## src/rtl/mat_stream_host_if.sv

```systemverilog
// Bundles the load/readback/control strobes and both AXI-Stream channels of mat_stream_host.
// Carries no logic of its own.
// The master modport is the host endpoint. The slave modport is its peer (controller plus accelerator).
interface mat_stream_host_if #(
    parameter int DIM_LOG    = 1,
    parameter int DATA_WIDTH = 32
);
    localparam int SIZE_LOG = 2 * DIM_LOG;

    // operand load and result readback
    logic                    ld_we;
    logic                    ld_sel;
    logic [SIZE_LOG-1:0]     ld_addr;
    logic [DATA_WIDTH-1:0]   ld_data;
    logic [SIZE_LOG-1:0]     rd_addr;
    logic [DATA_WIDTH-1:0]   rd_data;

    // transfer control and status
    logic                    start;
    logic                    busy;
    logic                    done;
    logic                    err_tlast;

    // operand stream towards the accelerator
    logic                    m00_axis_tvalid;
    logic [DATA_WIDTH-1:0]   m00_axis_tdata;
    logic [DATA_WIDTH/8-1:0] m00_axis_tstrb;
    logic                    m00_axis_tlast;
    logic                    m00_axis_tready;

    // result stream from the accelerator
    logic                    s00_axis_tvalid;
    logic [DATA_WIDTH-1:0]   s00_axis_tdata;
    logic                    s00_axis_tlast;
    logic                    s00_axis_tready;

    modport master (
        input  ld_we, ld_sel, ld_addr, ld_data, rd_addr, start,
        output rd_data, busy, done, err_tlast,
        output m00_axis_tvalid, m00_axis_tdata, m00_axis_tstrb, m00_axis_tlast,
        input  m00_axis_tready,
        input  s00_axis_tvalid, s00_axis_tdata, s00_axis_tlast,
        output s00_axis_tready
    );

    modport slave (
        output ld_we, ld_sel, ld_addr, ld_data, rd_addr, start,
        input  rd_data, busy, done, err_tlast,
        input  m00_axis_tvalid, m00_axis_tdata, m00_axis_tstrb, m00_axis_tlast,
        output m00_axis_tready,
        output s00_axis_tvalid, s00_axis_tdata, s00_axis_tlast,
        input  s00_axis_tready
    );
endinterface

```

## src/rtl/mat_stream_host.sv

```systemverilog
// Host endpoint for mat_mul. It streams A then B row-major on m00 and captures SIZE result words from s00.
// Latency: the first m00 tvalid appears the cycle after start. Streaming is 1 word/cycle, or 1 word per 2 cycles with MM_TX_THROTTLE_EN.
// Backpressure: m00 data and last are held while tready=0. s00 tready is high only in RECV.
// Optional macro MM_TX_THROTTLE_EN inserts one idle (tvalid=0) cycle after every accepted m00 beat.
module mat_stream_host #(
    parameter int DIM_LOG    = 1,
    parameter int DATA_WIDTH = 32
) (
    input  logic              s00_axi_aclk,
    input  logic              s00_axi_aresetn,
    mat_stream_host_if.master bus
);
    localparam int DIM      = 1 << DIM_LOG;
    localparam int SIZE     = DIM * DIM;
    localparam int SIZE_LOG = 2 * DIM_LOG;

    typedef logic [SIZE_LOG:0] cnt_t;
    localparam cnt_t CNT_LAST = cnt_t'(SIZE - 1);
    localparam cnt_t CNT_ONE  = cnt_t'(1);

`ifdef MM_TX_THROTTLE_EN
    localparam bit THROTTLE = 1'b1;
`else
    localparam bit THROTTLE = 1'b0;
`endif

    typedef enum logic [2:0] {
        ST_IDLE,
        ST_SEND_A,
        ST_SEND_B,
        ST_RECV,
        ST_DONE
    } state_t;

    state_t state_q, state_d;
    cnt_t   cnt_q, cnt_d;
    logic   err_q, err_d;
    logic   gap_q, gap_d;

    logic [DATA_WIDTH-1:0] a_mem_q [SIZE];
    logic [DATA_WIDTH-1:0] b_mem_q [SIZE];
    logic [DATA_WIDTH-1:0] r_mem_q [SIZE];

    logic                busy;
    logic                tx_vld;
    logic                tx_last;
    logic                rx_rdy;
    logic                m_beat;
    logic                s_beat;
    logic                cnt_is_last;
    logic [SIZE_LOG-1:0] idx;

    assign idx         = cnt_q[SIZE_LOG-1:0];
    assign cnt_is_last = (cnt_q == CNT_LAST);

    // State, beat counter, sticky tlast error and throttle gap flag
    always_ff @(posedge s00_axi_aclk or negedge s00_axi_aresetn) begin
        if (!s00_axi_aresetn) begin
            state_q <= ST_IDLE;
            cnt_q   <= '0;
            err_q   <= 1'b0;
            gap_q   <= 1'b0;
        end else begin
            state_q <= state_d;
            cnt_q   <= cnt_d;
            err_q   <= err_d;
            gap_q   <= gap_d;
        end
    end

    // Next-state logic and handshake outputs. The counter restarts at zero on every state change.
    always_comb begin
        state_d = state_q;
        cnt_d   = cnt_q;
        err_d   = err_q;
        gap_d   = 1'b0;
        busy    = (state_q == ST_SEND_A) || (state_q == ST_SEND_B) || (state_q == ST_RECV);
        tx_vld  = ((state_q == ST_SEND_A) || (state_q == ST_SEND_B)) && !gap_q;
        tx_last = (state_q == ST_SEND_B) && cnt_is_last;
        rx_rdy  = (state_q == ST_RECV);
        m_beat  = tx_vld && bus.m00_axis_tready;
        s_beat  = rx_rdy && bus.s00_axis_tvalid;

        case (state_q)
            ST_IDLE, ST_DONE: begin
                if (bus.start) begin
                    state_d = ST_SEND_A;
                    cnt_d   = '0;
                    err_d   = 1'b0;
                end
            end
            ST_SEND_A: begin
                if (m_beat) begin
                    gap_d = THROTTLE;
                    if (cnt_is_last) begin
                        state_d = ST_SEND_B;
                        cnt_d   = '0;
                    end else begin
                        cnt_d = cnt_q + CNT_ONE;
                    end
                end
            end
            ST_SEND_B: begin
                if (m_beat) begin
                    gap_d = THROTTLE;
                    if (cnt_is_last) begin
                        state_d = ST_RECV;
                        cnt_d   = '0;
                    end else begin
                        cnt_d = cnt_q + CNT_ONE;
                    end
                end
            end
            ST_RECV: begin
                if (s_beat) begin
                    // A last flag must appear on the final result word and on no other word.
                    if (bus.s00_axis_tlast != cnt_is_last) begin
                        err_d = 1'b1;
                    end
                    if (cnt_is_last) begin
                        state_d = ST_DONE;
                        cnt_d   = '0;
                    end else begin
                        cnt_d = cnt_q + CNT_ONE;
                    end
                end
            end
            default: begin
                state_d = ST_IDLE;
                cnt_d   = '0;
            end
        endcase
    end

    // Operand storage. Writes are dropped while a transfer is in flight.
    // A write in the same cycle as start lands before A[0] is first presented.
    always_ff @(posedge s00_axi_aclk) begin
        if (bus.ld_we && !busy) begin
            if (bus.ld_sel) begin
                b_mem_q[bus.ld_addr] <= bus.ld_data;
            end else begin
                a_mem_q[bus.ld_addr] <= bus.ld_data;
            end
        end
    end

    // Result capture. Each accepted result beat lands at the current beat index.
    always_ff @(posedge s00_axi_aclk) begin
        if (s_beat) begin
            r_mem_q[idx] <= bus.s00_axis_tdata;
        end
    end

    assign bus.m00_axis_tvalid = tx_vld;
    assign bus.m00_axis_tdata  = (state_q == ST_SEND_B) ? b_mem_q[idx] : a_mem_q[idx];
    assign bus.m00_axis_tstrb  = '1;
    assign bus.m00_axis_tlast  = tx_last;
    assign bus.s00_axis_tready = rx_rdy;
    assign bus.busy            = busy;
    assign bus.done            = (state_q == ST_DONE);
    assign bus.err_tlast       = err_q;
    assign bus.rd_data         = r_mem_q[bus.rd_addr];
endmodule

```

## src/flat_wrapper.sv

```systemverilog
// flat-port wrapper written by rule: the top's interface ports become plain ports
module mat_stream_host_flat 
#(
    parameter int DIM_LOG    = 1,
    parameter int DATA_WIDTH = 32
)
  (s00_axi_aclk, s00_axi_aresetn, bus_ld_we, bus_ld_sel, bus_ld_addr, bus_ld_data, bus_rd_addr, bus_start, bus_rd_data, bus_busy, bus_done, bus_err_tlast, bus_m00_axis_tvalid, bus_m00_axis_tdata, bus_m00_axis_tstrb, bus_m00_axis_tlast, bus_m00_axis_tready, bus_s00_axis_tvalid, bus_s00_axis_tdata, bus_s00_axis_tlast, bus_s00_axis_tready);
  mat_stream_host_if #(.DIM_LOG(DIM_LOG), .DATA_WIDTH(DATA_WIDTH)) bus_i ();
  input  logic s00_axi_aclk;
  input  logic s00_axi_aresetn;
  input wire logic [$bits(bus_i.ld_we)-1:0] bus_ld_we;
  input wire logic [$bits(bus_i.ld_sel)-1:0] bus_ld_sel;
  input wire logic [$bits(bus_i.ld_addr)-1:0] bus_ld_addr;
  input wire logic [$bits(bus_i.ld_data)-1:0] bus_ld_data;
  input wire logic [$bits(bus_i.rd_addr)-1:0] bus_rd_addr;
  input wire logic [$bits(bus_i.start)-1:0] bus_start;
  output wire logic [$bits(bus_i.rd_data)-1:0] bus_rd_data;
  output wire logic [$bits(bus_i.busy)-1:0] bus_busy;
  output wire logic [$bits(bus_i.done)-1:0] bus_done;
  output wire logic [$bits(bus_i.err_tlast)-1:0] bus_err_tlast;
  output wire logic [$bits(bus_i.m00_axis_tvalid)-1:0] bus_m00_axis_tvalid;
  output wire logic [$bits(bus_i.m00_axis_tdata)-1:0] bus_m00_axis_tdata;
  output wire logic [$bits(bus_i.m00_axis_tstrb)-1:0] bus_m00_axis_tstrb;
  output wire logic [$bits(bus_i.m00_axis_tlast)-1:0] bus_m00_axis_tlast;
  input wire logic [$bits(bus_i.m00_axis_tready)-1:0] bus_m00_axis_tready;
  input wire logic [$bits(bus_i.s00_axis_tvalid)-1:0] bus_s00_axis_tvalid;
  input wire logic [$bits(bus_i.s00_axis_tdata)-1:0] bus_s00_axis_tdata;
  input wire logic [$bits(bus_i.s00_axis_tlast)-1:0] bus_s00_axis_tlast;
  output wire logic [$bits(bus_i.s00_axis_tready)-1:0] bus_s00_axis_tready;
  assign bus_i.ld_we = bus_ld_we;
  assign bus_i.ld_sel = bus_ld_sel;
  assign bus_i.ld_addr = bus_ld_addr;
  assign bus_i.ld_data = bus_ld_data;
  assign bus_i.rd_addr = bus_rd_addr;
  assign bus_i.start = bus_start;
  assign bus_rd_data = bus_i.rd_data;
  assign bus_busy = bus_i.busy;
  assign bus_done = bus_i.done;
  assign bus_err_tlast = bus_i.err_tlast;
  assign bus_m00_axis_tvalid = bus_i.m00_axis_tvalid;
  assign bus_m00_axis_tdata = bus_i.m00_axis_tdata;
  assign bus_m00_axis_tstrb = bus_i.m00_axis_tstrb;
  assign bus_m00_axis_tlast = bus_i.m00_axis_tlast;
  assign bus_i.m00_axis_tready = bus_m00_axis_tready;
  assign bus_i.s00_axis_tvalid = bus_s00_axis_tvalid;
  assign bus_i.s00_axis_tdata = bus_s00_axis_tdata;
  assign bus_i.s00_axis_tlast = bus_s00_axis_tlast;
  assign bus_s00_axis_tready = bus_i.s00_axis_tready;
  mat_stream_host #(.DIM_LOG(DIM_LOG), .DATA_WIDTH(DATA_WIDTH)) u_core (.s00_axi_aclk(s00_axi_aclk), .s00_axi_aresetn(s00_axi_aresetn), .bus(bus_i));
endmodule
```

## config.mk

```make
export PLATFORM = sky130hd
export DESIGN_NAME = mat_stream_host_flat
export DESIGN_NICKNAME = d
export VERILOG_FILES = /design/src/rtl/mat_stream_host_if.sv /design/src/rtl/mat_stream_host.sv /design/src/flat_wrapper.sv
export SDC_FILE = /design/constraint.sdc
export NUM_CORES = 1
export LEC_CHECK = 0
export ABC_AREA = 1
export BUFFER_PORTS_ARGS = -buffer_cell sky130_fd_sc_hd__buf_4
export CAP_MARGIN = 20
export CORE_MARGIN = 4
export CORE_UTILIZATION = 47
export DETAILED_ROUTE_END_ITERATION = 8
export PLACE_DENSITY_LB_ADDON = 0.2
export SYNTH_ARGS = -nofsm -noshare
export SYNTH_HDL_FRONTEND = slang
export SYNTH_SLANG_ARGS = --single-unit
```

## constraint.sdc

```tcl
create_clock -name s00_axi_aclk -period 4.3 [get_ports s00_axi_aclk]
set_input_delay 1.075 -clock s00_axi_aclk [delete_from_list [all_inputs] [get_ports s00_axi_aclk]]
set_output_delay 1.075 -clock s00_axi_aclk [all_outputs]
set_load 0.05 [all_outputs]
```

======== Word-level counts from Yosys, hierarchy flattened ========
Memories as Yosys holds them, arrays and structs flattened.
Index checks and enable logic that the tools add are counted.
W data, S select, Z words.
storage, ports and cells
  register bits ........................... 7
  bits in writable memories ............... 384
  bits of input ports ..................... 76
  output and inout port bits .............. 74
  memories kept ........................... 3
operators by class
  add/sub/neg operators ................... 1
  eq/ne operators ......................... 15
  mux-type cells .......................... 26
  reduce and logical (&&, ||, !) cells .... 14
memories
  name            words  bits a word  read ports  clocked after memory_dff  wr ports  RTL line               text
  u_core.a_mem_q  4      32           1           0                         1         mat_stream_host.sv:40  logic [DATA_WIDTH-1:0] a_mem_q [SIZE];
  u_core.b_mem_q  4      32           1           0                         1         mat_stream_host.sv:41  logic [DATA_WIDTH-1:0] b_mem_q [SIZE];
  u_core.r_mem_q  4      32           1           0                         1         mat_stream_host.sv:42  logic [DATA_WIDTH-1:0] r_mem_q [SIZE];
operators with widths
  kind                   number
  $mux W3                11
  $mux W32               1
  $ne A2 B1 Y1 const B   8
  $pmux W3 S4            1
  $mux W1                11
  $eq A3 B2 Y1 const B   3
  $pmux W3 S3            1
  $reduce_and A7 Y1      1
  $logic_and A1 B1 Y1    4
  $reduce_and A4 Y1      1
  $reduce_or A2 Y1       2
  $add A3 B1 Y3 const B  1
  $eq A3 B1 Y1 const B   1
  $eq A3 B3 Y1 const B   1
  $logic_not A3 Y1       1
  $reduce_and A3 Y1      1
  $logic_or A1 B1 Y1     2
  $ne A2 B2 Y1 const B   1
  $pmux W1 S2            1
  $reduce_bool A2 Y1     1
  $logic_not A1 Y1       1
  $ne A1 B1 Y1           1

======== Logic depth before layout (Yosys ltp) ========
Gate-level depths: netlist (run 1).
  word-level depth ........................ 7
  mapped depth ............................ 9
  mapped depth without buffers ............ 7

======== Worst setup path after synthesis (run 1) ========
OpenSTA, ideal clock, no wires.
  kind .................................... in2reg
  from .................................... in bus_ld_sel
  to ...................................... mem u_core.a_mem_q[0][0], enable pin
  arrival time ............................ 3.489 ns
  data required time ...................... 3.839 ns
  setup slack ............................. 0.349 ns
  cell stages on the path ................. 2
  path through ............................ nand3b_1 > nor3_1
between the ends
  longest elaborated chain between the ends .. 3
RTL lines
  what                           RTL line                text
  start, declared                flat_wrapper.sv:12      input wire logic [$bits(bus_i.ld_sel)-1:0] bus_ld_sel;
  $mux W1                        mat_stream_host.sv:139  if (bus.ld_sel) begin
  $mux W1                        mat_stream_host.sv:138  if (bus.ld_we && !busy) begin
  $mux W1 (implied by the code)  mat_stream_host.sv:142  a_mem_q[bus.ld_addr] <= bus.ld_data;
  end, declared                  mat_stream_host.sv:40
No other way between the ends.

======== Final worst setup path (run 1) ========
  from .................................... reg u_core.cnt_q[0]
  to ...................................... out bus_m00_axis_tdata[21]
between the ends
  longest elaborated chain between the ends .. 2
  elaborated cells on any way between the ends .. 3
  those cells by class .................... mux (1); memory (2)
RTL lines
  what                               RTL line                text
  start, declared                    mat_stream_host.sv:36   cnt_t cnt_q, cnt_d;
  start signal, assigned             mat_stream_host.sv:65   cnt_q <= cnt_d;
  $mem_v2 Z4 W32 (on tied branches)  -
  $mux W32 (*)                       mat_stream_host.sv:155  assign bus.m00_axis_tdata = (state_q == ST_SEND_B) ? b_mem_q[idx] : a_mem_q[idx];
  end, declared                      flat_wrapper.sv:22      output wire logic [$bits(bus_i.m00_axis_tdata)-1:0] bus_m00_axis_tdata;
Mark *: on every way between the ends. The rest lies on a longest branch, timed or not.

==> results.md, run 1 <==
- Status: finished clean
- Initial cell density of the core: between 40% and 50%
- CTS tree: done
- Register area share after synthesis: 74.9%
- Final setup viols: 0
- HP Class: input port to asynchronous set/reset pin
- Yosys reg bits: 391
- Register cell area after layout: 11,700 sq um
- Clock buffer depth: 3
- Resize count post-CTS: 0
- Min Hold Slack: 355 ps
- Layout cells sized above 1: about 18%
- Iteration-0 DRC count of the detailed router: 686
- Max cap viols: 0
- Row Count: 66
- Area Overhead vs Synth: 18.4%
- Footprint of the multi-input gates: 3260 sq um
- CP Class: flop to primary output
- GRT Total Usage: between 15 and 20%
- # nets final: 1,482
- Routability congestion estimate: 0.771
- Initial antenna violation count: 1
- Pins over their slew limit: 0
- Setup TNS: 0 ps
- IO buf count: 145
- Syn Area/Cell: roughly 12 sq um
- CP Capture Type: primary output
- Most frequent cell after synthesis: edfxtp_1
- FILL cells: 2,707
- Clock share of power: roughly 30%
- Unrepaired setup endpoints after global routing: false
- Most frequent cell on the critical path: nor2_1
- WP data required: roughly 3200 ps
- Int Pwr: 7390 uW
- Vias after detailed routing: ~9,600
- Die extent in x: 190 um
- Seq pwr share: 39.7%
- Final hold vios: 0
- Crit path time final: 3840 ps
- Clock Latency Late Sink: 520 ps
- Number of enable flip-flop cells after synthesis: 384
- Post-CTS setup buffers: 0
- Distinct cells, synth: 29
- Sw Share: 35.2%
- TritonCTS buffer count: between 40 and 50
- Setup Skew: slightly below 10 ps
- Slew Limit Headroom: ~45%
- Mapped Area: approximately 16,000 sq um
- Crit path cell chain: buf_12 > nor2_1 > nor2_1 > o21ai_0 > nand2_1 > inv_1 > o21ai_1 > buf_4
- Synth area leader: edfxtp_1
- Async set or reset register ratio after synthesis: 1.79%
- Vias in the first global route: 9,252
- CP arrival: between 2000 and 3000 ps
- HPWL after DPL: around 19,000 um
- Actual slew at the worst max-slew pin: between 800 and 900 ps
- CP max FO: 128
- Max stage delay on crit path: between 700 and 800 ps
- First-pass GRT wire length: between 50,000 and 60,000 um
- Pwr/cell area: between 600 and 700 nW/um^2
- P_leak: 0.00683 uW
- Fmax: ~0.26 GHz
- Top post-synthesis cells by area: edfxtp_1 74%, nor2_1 6.4%, o21ai_0 4.4%, nand2_1 3.4%, inv_1 1.9%
- Setup crit start kind: flop
- Cts-stage hold buffer count: 0
- Largest net degree at the start of global routing: 129
- Synth Instances: 1,252
- Post-route clock period utilization: around nine tenths
- Via density: 5.11
- GR Overflow Total: 0
- Top Ports: 150
- Wire per inst: between 15 and 20 um
- Die extent in y: about 190 um
- Max stage delay cell, worst path: dfrtp_4
- Primary FF master, synth: edfxtp_1
- DRC errors left: 0
- Total wire length: around 32,000 um
- Yosys warning count: 0
- CORE AREA: 32,700 sq um
- VDD IR max: 0.000414 V
- Final core utilization: 56.6%
- Synth top cells by count: 384 x edfxtp_1, 265 x nor2_1, 143 x nand2_1, 138 x o21ai_0, 81 x inv_1
- NetSw: roughly 4000 uW
- Die area: 36,300 sq um
- Clock root buffer: clkbuf_16
- Final ANT Viol Nets: 0
- DRT Pass-1 Iters: 5
- Sink Count: between 300 and 400
- CTS clk-pin slew, worst paths: 60 ps
- Area share of the leading cell type in the synthesized netlist: 73.7%
- H-tree lvl count: 2
- Gate power share: a little under a third
-- through the flow --
stage / cell area [sq um] / cells / worst slack (ps) / power, uW
global placement: 17200 / 1801 / 901 / 8140
global route: 18500 / 1871 / 245 / 12000
detailed placement: 17200 / 1801 / 865 / 8170
CTS: 18500 / 1870 / 465 / 11500
floorplan: 15600 / 1255 / 349 / 7180
finish: 18500 / 1871 / 455 / 11400
-- per-layer routing --
metal / share of wire [%] / vias to the layer above / wire [um] / global-route usage (%)
li1: - / 4692 / - / -
met1: 44 / 4593 / 14300 / 23.8
met2: 48 / 237 / 15700 / 29.2
met3: 5.9 / 40 / 1900 / 3.46
met4: 1.6 / 0 / 522 / 4.45
met5: 0 / - / 0 / 0
-- worst paths after layout --
| kind | slack, ps | to | startpoint | cells after the start |
|---|---|---|---|---|
| worst max-delay path | 460 | bus_m00_axis_tdata[21] | u_core.cnt_q[0] | 8 |
| worst min-delay path | 360 | u_core.state_q[0] | s00_axi_aresetn | 1 |
| worst max register to register | 1670 | u_core.r_mem_q[2][18] | u_core.cnt_q[0] | 6 |
| worst min register to register | 500 | u_core.cnt_q[2] | u_core.cnt_q[2] | 2 |
| max in group asynchronous | 3800 | u_core.cnt_q[1] | s00_axi_aresetn | 1 |
| min in group s00_axi_aclk | 500 | u_core.cnt_q[2] | u_core.cnt_q[2] | 2 |
-- state kept, by name, indices dropped and copies added, names as in the netlist --
name	cells
u_core.a_mem_q	128
u_core.b_mem_q	128
u_core.r_mem_q	128
u_core.cnt_q	3
u_core.state_q	3
u_core.bus.err_tlast	1
-- placed cells by master (no fill, tap or decap), types with 3 or more instances in the layout --
cell and n:
edfxtp_1 384, nor2_1 261, buf_4 171, nand2_1 143, o21ai_0 138, inv_1 81, o21ai_1 59, clkbuf_16 41
o211ai_1 32, o22ai_1 32, clkbuf_1 11, nor3_2 9, nor2_2 7, clkinv_1 6, nand4_1 5, buf_12 5
dfrtp_1 5, nand3_1 4, ha_1 4, conb_1 4, bufinv_16 4, inv_2 3
-- final cells by class --
type	count	share of cell area [%]
clock buffer	52	5.77
inverter	85	1.74
timing repair buffer	176	7.48
sequential	391	63.3
tap	442	2.99
antenna	1	0.0135
clock inverter	17	1.13
multi-input combinational	707	17.6
-- logic make-up after synthesis --
logic type,synth area share (%)
buffers and inverters,4.71
AO/OA/AOI/OAI,9.23
AND/OR/NAND/NOR,10.9
flip-flops,74.9
adder cells (fa/ha/maj),0.320
other,0.0240
-- power groups by stage --
| stage | sequential [uW] | clock, uW | combinational [uW] |
|---|---|---|---|
| finish | 4530 | 3360 | 3520 |
| global route | 4550 | 3610 | 3890 |
| CTS | 4530 | 3450 | 3570 |
| detailed placement | 4610 | 0 | 3560 |
| global placement | 4610 | 0 | 3530 |
| floorplan | 4530 | 0 | 2650 |
-- worst max-delay path, delay by kind of cell (launching register included) --
family                 cells  cell delay [ps]
and+or+nand+nor            3              310
DFF                        1              710
buffers and inverters      3              800
AOI/OAI and AO/OA          2              350
(Power assumes the default switching activity.)
==> run 2, diff against run 1 <==
==> constraint.sdc (replaced) <==
create_clock -name s00_axi_aclk -period 3.2 [get_ports s00_axi_aclk]
set_input_delay 0 -clock s00_axi_aclk [delete_from_list [all_inputs] [get_ports s00_axi_aclk]]
set_output_delay 0 -clock s00_axi_aclk [all_outputs]
set_load 0.05 [all_outputs]
==> results.md, run 2 (synthesis gave the netlist of run 1 again) <==
- Top Ports: 150 (unchanged)
- Die extent in x: 190 um (unchanged)
- VDD IR max: 0.000646 V (was 0.000414 V)
- Wire per inst: 17.0 um (was 17.3 um)
- IO buf count: 145 (unchanged)
- Routability congestion estimate: 0.759 (was 0.771)
- Iteration-0 DRC count of the detailed router: 596 (was 686)
- First-pass GRT wire length: 51,200 um (was 50,400 um)
- Max cap viols: 0 (unchanged)
- DRC errors left: 0 (unchanged)
- Most frequent cells in the layout: 384 x edfxtp_1, 261 x nor2_1, 165 x buf_4 (was 384 x edfxtp_1, 261 x nor2_1, 171 x buf_4)
- Min Hold Slack: 174 ps (was 355 ps)
- CP arrival: 2590 ps (was 2770 ps)
- H-tree lvl count: 2 (unchanged)
- Design Power: 15,700 uW (was 11,400 uW)
- Sw Share: 34.6% (was 35.2%)
- Clock root buffer: clkbuf_16 (unchanged)
- CTS clk-pin slew, worst paths: 60 ps (about the same)
- R2R cell count: 8 (was 6)
- GR Overflow Total: 0 (unchanged)
- Vias after detailed routing: 9,692 (was 9,562)
- HP Class: input port to flop (was input port to asynchronous set/reset pin)
- Int Pwr: 10,300 uW (was 7390 uW)
- Most common cell after layout, fill and taps aside: edfxtp_1 (unchanged)
- Pins over their slew limit: 0 (unchanged)
- CORE AREA: 32,700 sq um (unchanged)
- Clock buffer depth: 3 (unchanged)
- Final setup viols: 0 (unchanged)
- DRT Pass-1 Iters: 5 (unchanged)
- Vias in the first global route: 9,394 (was 9,252)
- CTS tree: done (unchanged)
- Setup Skew: 9.39 ps (was 9.75 ps)
- Die extent in y: 190 um (unchanged)
- Clock share of power: 30.3% (was 29.5%)
- Pre-CTS setup slack: 1080 ps (was 865 ps)
- Total wire length: 32,900 um (was 32,400 um)
- Slew Limit Headroom: 29.2% (was 45.0%)
- Gate power share: 31.3% (was 30.8%)
- Top Registers: u_core.a_mem_q (128), u_core.b_mem_q (128), u_core.r_mem_q (128) (unchanged)
- Post-CTS setup buffers: 0 (unchanged)
- Most frequent cell on the critical path: buf_4 (was nor2_1)
- CP max FO: 25 (was 128)
- Area Overhead vs Synth: 22.9% (was 18.4%)
- Seq pwr share: 38.4% (was 39.7%)
- TritonCTS buffer count: 41 (unchanged)
- Max stage delay on crit path: 470 ps (was 710 ps)
- WP data required: 3200 ps (was 3220 ps)
- # nets final: 1,547 (was 1,482)
- Layout cells sized above 1: 16.7% (was 17.8%)
- Crit path cell chain: inv_2 > nand3_2 > buf_4 > o21ai_1 > buf_4 (was buf_12 > nor2_1 > nor2_1 > o21ai_0 > nand2_1 > inv_1 > o21ai_1 > buf_4)
- Final hold vios: 0 (unchanged)
- Post-route clock period utilization: between 80% and 90%
- CP Capture Type: primary output (unchanged)
- Status: finished clean (unchanged)
- P_leak: 0.00712 uW (was 0.00683 uW)
- Fmax: 0.387 GHz
- Unrepaired setup endpoints after global routing: false (unchanged)
- Min setup slack post-route: 613 ps (was 455 ps)
- WHS Path Cells: 3
- Clock Latency Late Sink: 520 ps (about the same)
- Row Count: 66 (unchanged)
- HPWL after DPL: 17,900 um (was 18,800 um)
- Pwr/cell area: 815 nW/um^2 (was 616 nW/um^2)
- Final ANT Viol Nets: 0 (unchanged)
- Die area: 36,300 sq um (unchanged)
- GRT Total Usage: 17.8% (was 17.5%)
- Setup TNS: 0 ps (unchanged)
- NetSw: 5420 uW (was 4010 uW)
- Initial cell density of the core: 47.8% (unchanged)
- Actual slew at the worst max-slew pin: 1060 ps (was 820 ps)
- Initial antenna violation count: 2 (was 1)
- Largest net degree at the start of global routing: 92 (was 129)
- CP Class: flop to primary output (unchanged)
- Via density: 5.00 (was 5.11)
- Sink Count: 391 (unchanged)
- Setup crit start kind: flop (unchanged)
- Max stage delay cell, worst path: nand3_2 (was dfrtp_4)
- Crit path time final: around 2600 ps
## run 2: cell count changes in the layout (fill, tap and decap cells not counted), sizes merged
cell,before,now
dlygate4sd3,0,74
clkinvlp,2,1
clkinv,10,13
clkbuf,52,50
buf,176,167
bufinv,4,6
## run 2: cell type report
type                       instances  area (sq um)
fill                            2606         13500
sequential                       391         11700
multi-input combinational        707          3260
timing repair buffer             241          2020
clock buffer                      50          1100
tap                              442           553
inverter                          85           322
clock inverter                    21           251
antenna                            1          2.50
## run 2: metal layers
layer | track usage [%] | wire length (um)
met1 | 23.6 | 14100
met2 | 31.0 | 16500
met4 | 4.20 | 508
met3 | 3.00 | 1740
met5 | 0 | 7
## run 2: worst paths after layout
check / to / startpoint / slack, ps
max: bus_m00_axis_tdata[8] / u_core.state_q[2] / 610
min reg2reg: u_core.cnt_q[2] / u_core.cnt_q[2] / 520
max in group asynchronous: u_core.cnt_q[1] / s00_axi_aresetn / 2400
min in group asynchronous: u_core.bus.err_tlast / s00_axi_aresetn / 480
max reg2reg: u_core.bus.err_tlast / u_core.cnt_q[0] / 630
min: u_core.a_mem_q[2][28] / bus_ld_addr[0] / 170
## run 2: per-stage QoR
stage,cell area [sq um],utilization (%),cells
floorplan,15600,-,1255
detailed placement,17100,52.4,1792
CTS,19200,58.8,1937
finish,19200,58.8,1938
global placement,17100,52.4,1792
global route,19200,58.8,1938
## run 2: power groups by stage
stage | clock (uW) | sequential, uW | combinational [uW]
global route | 5060 | 6040 | 5390
global placement | 0 | 6110 | 4830
CTS | 4860 | 6020 | 4990
floorplan | 0 | 6090 | 3560
detailed placement | 0 | 6120 | 4870
finish | 4740 | 6010 | 4910
## run 2: what timing repair did
action | 4_1_cts | 5_1_grt
resized for setup | 0 | 0
endpoints found under the hold margin | 396 | 0
hold buffers | 74 | 0
## run 2: critical path: cells and delay by family, from the launching register on
kind,cells,cell delay [ps]
buffers and inverters,3,820
AND/OR/NAND/NOR,1,470
flip-flops,1,460
AO/OA/AOI/OAI,1,310
==> run 3, diff against run 2 <==
Clock period 3.2 ns to 2.19 ns, I/O delays scaled along.
==> results.md, run 3 (synthesis gave the netlist of run 1 again) <==
- DRC errors left: 0 (unchanged)
- Pwr/cell area: 1200 nW/um^2 (was 815 nW/um^2)
- Initial cell density of the core: 47.8% (unchanged)
- Clock buffer depth: 3 (unchanged)
- Fmax: 0.451 GHz
- CP Capture Type: primary output (unchanged)
- Design Power: 24,000 uW (was 15,700 uW)
- Routability congestion estimate: 0.785 (was 0.759)
- Die area: 36,300 sq um (unchanged)
- Min Hold Slack: 61.6 ps (was 174 ps)
- Sink Count: 391 (unchanged)
- GRT Total Usage: 18.9% (was 17.8%)
- First-pass GRT wire length: 54,600 um (was 51,200 um)
- Final setup viols: 1 (was 0)
- GR Overflow Total: 0 (unchanged)
- Die extent in x: 190 um (unchanged)
- H-tree lvl count: 2 (unchanged)
- Max cap viols: 0 (unchanged)
- Most frequent cells in the layout: 384 x edfxtp_1, 257 x nor2_1, 137 x nand2_1 (was 384 x edfxtp_1, 261 x nor2_1, 165 x buf_4)
- DRT Pass-1 Iters: 5 (unchanged)
- Setup TNS: -27.4 ps (was 0 ps)
- Post-route clock period utilization: 101%
- Vias after detailed routing: 10,105 (was 9,692)
- Via density: 5.16 (was 5.00)
- TritonCTS buffer count: 42 (was 41)
- Pre-CTS setup slack: 237 ps (was 1080 ps)
- Die extent in y: 190 um (unchanged)
- Min setup slack post-route: -27.4 ps (was 613 ps)
- Area Overhead vs Synth: 28.0% (was 22.9%)
- Final ANT Viol Nets: 0 (unchanged)
- Unrepaired setup endpoints after global routing: true (was false)
- CP Class: flop to primary output (unchanged)
- Final hold vios: 0 (unchanged)
- Top Registers: u_core.a_mem_q (128), u_core.b_mem_q (128), u_core.r_mem_q (128) (unchanged)
- Wire per inst: 18.5 um (was 17.0 um)
- Failing checks: setup timing
- Crit path time final: 2220 ps
- Iteration-0 DRC count of the detailed router: 628 (was 596)
- CP arrival: 2220 ps (was 2590 ps)
- Top Ports: 150 (unchanged)
- Vias in the first global route: 10,023 (was 9,394)
- Pins over their slew limit: 0 (unchanged)
- Status: complete, but fails checks (was finished clean)
- IO buf count: 145 (unchanged)
- P_leak: 0.00741 uW (was 0.00712 uW)
- Setup crit start kind: flop (unchanged)
- Largest net degree at the start of global routing: 65 (was 92)
- Most common cell after layout, fill and taps aside: edfxtp_1 (unchanged)
- HPWL after DPL: 19,100 um (was 17,900 um)
- Setup Skew: 17.1 ps (was 9.39 ps)
- CTS tree: done (unchanged)
- Row Count: 66 (unchanged)
- Clock root buffer: clkbuf_16 (unchanged)
- Layout cells sized above 1: 19.8% (was 16.7%)
- WP data required: 2190 ps (was 3200 ps)
- Total wire length: 36,200 um (was 32,900 um)
- Initial antenna violation count: 1 (was 2)
- HP Class: input port to flop (unchanged)
- Clock Latency Late Sink: 540 ps (was 520 ps)
- # nets final: 1,573 (was 1,547)
- CORE AREA: 32,700 sq um (unchanged)
- CP max FO: 7 (was 25)
- CTS clk-pin slew, worst paths: 60 ps (about the same)
- VDD IR max: 0.000822 V (was 0.000646 V)
-- run 3: cell types whose count changed in the layout (fill, tap and decap cells not counted), moves of 8 or more --
cell	before	now
nor3_4	0	8
nor3_2	9	1
buf_4	165	127
o21ai_1	59	45
buf_6	0	36
o21ai_2	0	19
buf_12	2	19
-- run 3: critical path: stages, from the launching register on --
cell,delay (ps)
dfrtp_4,580
buf_12,190
clkbuf_16,170
nand2_4,60
o211ai_1,80
nand2_1,90
inv_1,60
o21ai_2,230
buf_6,200
-- run 3: worst paths after layout --
path                                 start                     end  slack, ps  depth (start not counted)
min                         bus_ld_addr[0]   u_core.b_mem_q[0][29]         60                          3
max                        u_core.cnt_q[0]  bus_m00_axis_tdata[20]        -30                          8
min reg2reg                u_core.cnt_q[2]         u_core.cnt_q[2]        510                          2
min in group asynchronous  s00_axi_aresetn    u_core.bus.err_tlast        460                          3
max in group asynchronous  s00_axi_aresetn         u_core.cnt_q[0]       1450                          3
max reg2reg                u_core.cnt_q[1]       u_core.state_q[1]        160                          7
-- run 3: final cells by class --
class	instances	area (sq um)
diodes	1	2.50
clock buffers	50	1100
clock inverters	18	111
fillers	2564	12700
inverters	85	332
multi-input cells	707	3440
flip-flops and latches	391	11700
well taps	442	553
repair buffers	266	2760
-- run 3: metal layers --
layer | part of all wire, % | up-vias | GRT usage [%]
met1 | 44 | 4930 | 25.4
met4 | 2.0 | 0 | 4.86
met2 | 49 | 240 | 32.3
met5 | 0 | - | 0
met3 | 5.0 | 57 | 3.02
li1 | - | 4878 | -
-- run 3: repair_timing --
item,CTS,global route
resized for setup,26,66
pin swaps,2,6
endpoints found under the setup margin,32,35
hold buffers,73,0
cloned,2,8
buffers inserted,2,4
hold endpoints to repair,396,0
-- run 3: stage by stage --
stage / util (%) / std cells / cell area [sq um]
6_report: 61.2 / 1960 / 20000
5_1_grt: 61.2 / 1960 / 20000
4_1_cts: 59.9 / 1947 / 19600
3_5_place_dp: 53.4 / 1802 / 17500
3_3_place_gp: 53.4 / 1802 / 17500
2_1_floorplan: - / 1255 / 15800
-- run 3: report_power, final --
group	internal (uW)	total, uW	switching, uW
Sequential	8610	8780	168
Combinational	3090	8850	5760
Clock	3670	6380	2710
